File: src/rtl/cipher_pkg.sv
// rtl/cipher_pkg.sv - shared byte type for the cipher output path
package cipher_pkg;

  localparam int CIPHER_BYTE_W = 9;

  typedef struct packed {
    logic       encrypt;
    logic [7:0] data;
  } cipher_byte_t;

endpackage

File: src/rtl/cipher_fifo_mem.sv
// rtl/cipher_fifo_mem.sv - simple dual-port storage, sync write, async read
module cipher_fifo_mem
  import cipher_pkg::*;
#(
  parameter int DEPTH = 16,
  localparam int AW = $clog2(DEPTH)
) (
  input  logic         clk,
  input  logic         we,
  input  logic [AW-1:0] waddr,
  input  cipher_byte_t wdata,
  input  logic [AW-1:0] raddr,
  output cipher_byte_t rdata
);

  cipher_byte_t mem [DEPTH];

  always_ff @(posedge clk) begin
    if (we) mem[waddr] <= wdata;
  end

  assign rdata = mem[raddr];

endmodule

File: src/rtl/cipher_out_fifo.sv
// rtl/cipher_out_fifo.sv - show-ahead output FIFO behind the stream cipher with drop accounting
module cipher_out_fifo
  import cipher_pkg::*;
#(
  parameter int DEPTH = 16,
  parameter int CNT_W = 8
) (
  input  logic                   clk,
  input  logic                   rst,
  input  logic [7:0]             in_data,
  input  logic                   in_encrypt,
  input  logic                   in_valid,
  input  logic                   flush,
  output logic [7:0]             m_data,
  output logic                   m_encrypt,
  output logic                   m_valid,
  input  logic                   m_ready,
  output logic [$clog2(DEPTH):0] level,
  output logic                   full,
  output logic                   overflow,
  output logic [CNT_W-1:0]       drop_count
);

  localparam int AW = $clog2(DEPTH);
  localparam int PW = AW + 1;
  localparam logic [PW-1:0] FULL_LVL = PW'(DEPTH);

  logic [PW-1:0] wr_ptr, rd_ptr, level_nxt;
  logic          pop, push, drop;
  cipher_byte_t  wr_entry, head;

  assign m_valid = (level != '0);
  assign pop     = m_valid && m_ready;
  // A pop in the same cycle frees the slot, so a full FIFO can still accept.
  assign push    = in_valid && (!full || pop);
  assign drop    = in_valid && full && !pop;

  assign wr_entry.encrypt = in_encrypt;
  assign wr_entry.data    = in_data;

  cipher_fifo_mem #(.DEPTH(DEPTH)) u_mem (
    .clk   (clk),
    .we    (push && !flush && !rst),
    .waddr (wr_ptr[AW-1:0]),
    .wdata (wr_entry),
    .raddr (rd_ptr[AW-1:0]),
    .rdata (head)
  );

  assign m_data    = m_valid ? head.data : 8'h00;
  assign m_encrypt = m_valid ? head.encrypt : 1'b0;

  always_comb begin
    level_nxt = level;
    if (push && !pop)      level_nxt = level + PW'(1);
    else if (pop && !push) level_nxt = level - PW'(1);
  end

  always_ff @(posedge clk) begin
    if (rst || flush) begin
      wr_ptr     <= '0;
      rd_ptr     <= '0;
      level      <= '0;
      full       <= 1'b0;
      overflow   <= 1'b0;
      drop_count <= '0;
    end else begin
      if (push) wr_ptr <= wr_ptr + PW'(1);
      if (pop)  rd_ptr <= rd_ptr + PW'(1);
      level <= level_nxt;
      full  <= (level_nxt == FULL_LVL);
      if (drop) begin
        overflow <= 1'b1;
        if (drop_count != '1) drop_count <= drop_count + CNT_W'(1);
      end
    end
  end

endmodule

File: config.mk
export PLATFORM = sky130hd
export DESIGN_NAME = cipher_out_fifo
export DESIGN_NICKNAME = d
export VERILOG_FILES = /design/src/rtl/cipher_pkg.sv /design/src/rtl/cipher_fifo_mem.sv /design/src/rtl/cipher_out_fifo.sv
export SDC_FILE = /design/constraint.sdc
export NUM_CORES = 1
export LEC_CHECK = 0
export CAP_MARGIN = 5
export CORE_ASPECT_RATIO = 1.75
export CORE_MARGIN = 5
export CORE_UTILIZATION = 45
export CTS_BUF_LIST = sky130_fd_sc_hd__clkbuf_16
export CTS_CLUSTER_DIAMETER = 120
export CTS_CLUSTER_SIZE = 20
export DETAILED_ROUTE_END_ITERATION = 7
export PLACE_DENSITY_LB_ADDON = 0.12
export SETUP_SLACK_MARGIN = 0.2
export SYNTH_ARGS = -nofsm -noshare
export SYNTH_HDL_FRONTEND = slang
export SYNTH_SLANG_ARGS = --single-unit
export TNS_END_PERCENT = 30
File: constraint.sdc
create_clock -name clk -period 6.9 [get_ports clk]
set_input_delay 1.38 -clock clk [delete_from_list [all_inputs] [get_ports clk]]
set_output_delay 1.38 -clock clk [all_outputs]
set_load 0.01 [all_outputs]
==> results.md <==
- Top FF cell, synth: edfxtp_1
- Power, Total: 2265 uW
- Crit path DAT: 3.30 ns
- Die area: 18,040 um2
- P&R area growth vs syn: 18.56%
- DR vias: 3,581
- Pre-CTS WS: 2.526 ns
- Synth warn: 0
- Leakage power: 0.002607 uW
- Type of the most critical hold path: reg2reg
- Root Buffer: clkbuf_16
- Worst-skew pair later-pin latency: 0.41 ns
- # setup viols final: 0
- Worst slew pin tran: 1.172 ns
- WHS: 0.4499 ns
- GRT Total Usage: 0.1625
- I/O pins: 39
- Num CTS Buffers: 17
- Max-slew violations: 0
- Post-DP HPWL: 9115 um
- Post-Synth Simple-Gate Area: 0.07114
- CP required: 5.52 ns
- Compound-Gate Fraction of Synth Area: 0.01484
- Iter 0 DRT Violations: 198
- Main combinational cell family by area after synthesis: multiplexers
- Largest cells by area after synthesis: edfxtp_1 63%, mux4_2 13%, dfxtp_1 7.8%, mux4_1 1.9%, nor2_1 1.8%
- Final wirelength: 14,180 um
- Global-route wire length before repair: 21,870 um
- CTS sink count: 171
- Initial Utilization: 0.4535
- Slew headroom: 0.2155
- Post-Synth Adder-Cell Area: 0.01629
- Clk buf depth: 2
- Syn_area_per_cell: 18.14 um2
- Fillers: 1,220
- Seq cells post-synth: 171
- Sequential cell area fraction in the yosys report: 0.7038
- Synth top area share: 0.6256
- Nets@finish: 458
- Pwr per Cell Area: 276.4 nW/um2
- Residual DRC count: 0
- Port buffer count: 38
- Most common cell in the netlist: edfxtp_1
- Post-DRT Antenna Nets: 0
- Post-route worst setup slack: 2.216 ns
- Cell Rows: 60
- Synth Cell Area: 6912 um2
- Max Freq: 0.2135 GHz
- Post-synthesis mux area share: 0.1582
- N_diodes: 0
- Synth top cells by count: 144 x edfxtp_1, 40 x mux4_2, 33 x nor2_1, 27 x dfxtp_1, 16 x nand2_1
- Asr flop ratio synth: 0
- Initial antenna violation count: 0
- Setup TNS Final: 0 ns
- Vias in the first global route: 3,826
- Routability cong.: 0.7748
- Cell taking the most area after synthesis: edfxtp_1
- Inst Count DP: 602
- Setup crit end kind: primary output
- DRT Pass-1 Iters: 4
- CP Launch Type: flop
- Period minus WS final: 4.684 ns
- Die Width: 103.7 um
- Crit path kind: reg2out
- Total grt overflow: 0
- RSZ-0062 raised after global routing: false
- Number of synthesized flops with an enable pin: 144
- Fin. Hold Viols: 0
- Max Cap Viol: 0
- Net Count, Synth: 404
- Max IR drop VDD: 0.0001495 V
- Xor-xnor portion of the synthesized cell area: 0.01774
- Setup Buffers After CTS: 0
- CTS HTree Levels: 4
- CTS resizes: 0
- Clock Skew: 0.009256 ns
- Core Area: 15,240 um2
- Status: complete, no violations
- Clock-pin transition on the worst setup and hold timing paths: 0.07 ns
- # hold bufs at CTS: 0
- Post-Synthesis Cells: 381
- Final non-filler cell total: 634
- CP max FO: 21
- Share of layout cells above drive strength 1: 0.2009
- Yosys cell types: 38
- Vias per Instance: 5.648
- Largest net degree at the start of global routing: 37
- Die height: 173.9 um
- Crit share post-route: 0.6788
- WL per Instance: 22.37 um
- CTS tree: yes
[where the power goes]
group	internal [uW]	switching (uW)
clock network	651	400
registers	1120	4.79
logic	41.9	45.3
total	1810	450
[final timing paths]
| check | start | cells after the start | end | slack (ns) |
|---|---|---|---|---|
| worst max-delay path | flop | 5 | m_encrypt | 2.22 |
| worst min-delay path | overflow$_SDFFE_PP0P_ | 2 | overflow$_SDFFE_PP0P_ | 0.45 |
| worst max register to register | level[1]$_SDFF_PP0_ | 9 | u_mem.mem[2][8]$_DFFE_PP_ | 3.45 |
| worst min register to register | overflow$_SDFFE_PP0P_ | 2 | overflow$_SDFFE_PP0P_ | 0.45 |
[flip-flops by register name, indices dropped and copies added (netlist names), named ones only]
signal      count
u_mem.mem     144
wr_ptr          4
overflow        1
level           5
drop_count      8
rd_ptr          4
full            1
[final cells by class]
type | count | area, um2 | share of cell area
clock buffer | 17 | 425.4 | 0.05192
clock inverter | 15 | 231.5 | 0.02825
inverter | 8 | 30.03 | 0.003665
multi-input combinational | 185 | 1923 | 0.2347
sequential | 171 | 4866 | 0.5938
tap | 186 | 232.7 | 0.02840
timing repair buffer | 52 | 485.5 | 0.05925
[per-stage QoR]
stage | instance area, um2 | util
3_5_place_dp | 7537 | 0.4946
6_report | 8194 | 0.5377
3_3_place_gp | 7537 | 0.4946
5_1_grt | 8194 | 0.5377
2_1_floorplan | 6912 | -
4_1_cts | 8194 | 0.5377
[critical path, cell delays in order, from the launching register on]
cell and delay, ns:
dfxtp_2 0.69, buf_4 0.48, mux4_2 0.57, mux4_2 0.50, and2_1 0.18, clkdlybuf4s50_1 0.47
[routing by layer]
| metal | vias up | track usage | share of wire |
|---|---|---|---|
| met3 | 20 | 0.02490 | 0.043 |
| li1 | 1617 | - | - |
| met1 | 1832 | 0.1893 | 0.39 |
| met5 | - | 0 | 0 |
| met4 | 0 | 0.06591 | 0.023 |
| met2 | 112 | 0.2963 | 0.55 |
[layout by cell type (no fill, tap or decap), types with 4 or more instances in the layout]
cell,instances
mux4_2,40
nor3_1,10
nor2_1,33
a21oi_1,5
inv_6,5
edfxtp_1,144
clkbuf_16,17
mux4_1,5
mux2i_1,5
clkdlybuf4s50_1,38
inv_1,8
nand2_1,16
bufinv_16,5
buf_4,14
ha_1,9
dfxtp_1,26
and2_1,9
xnor2_1,11
nand3_1,5
nor4_1,4
[logic make-up (layout without fill, tap and decap cells)]
group           after synthesis  count (layout)
compound gates               15              15
xor+xnor                     14              14
fa+ha+maj                     9               9
buf+inv                      25              92
flops                       171             171
mux                          51              51
simple gates                 96              96
No activity file was read; power rests on OpenSTA's default activity.
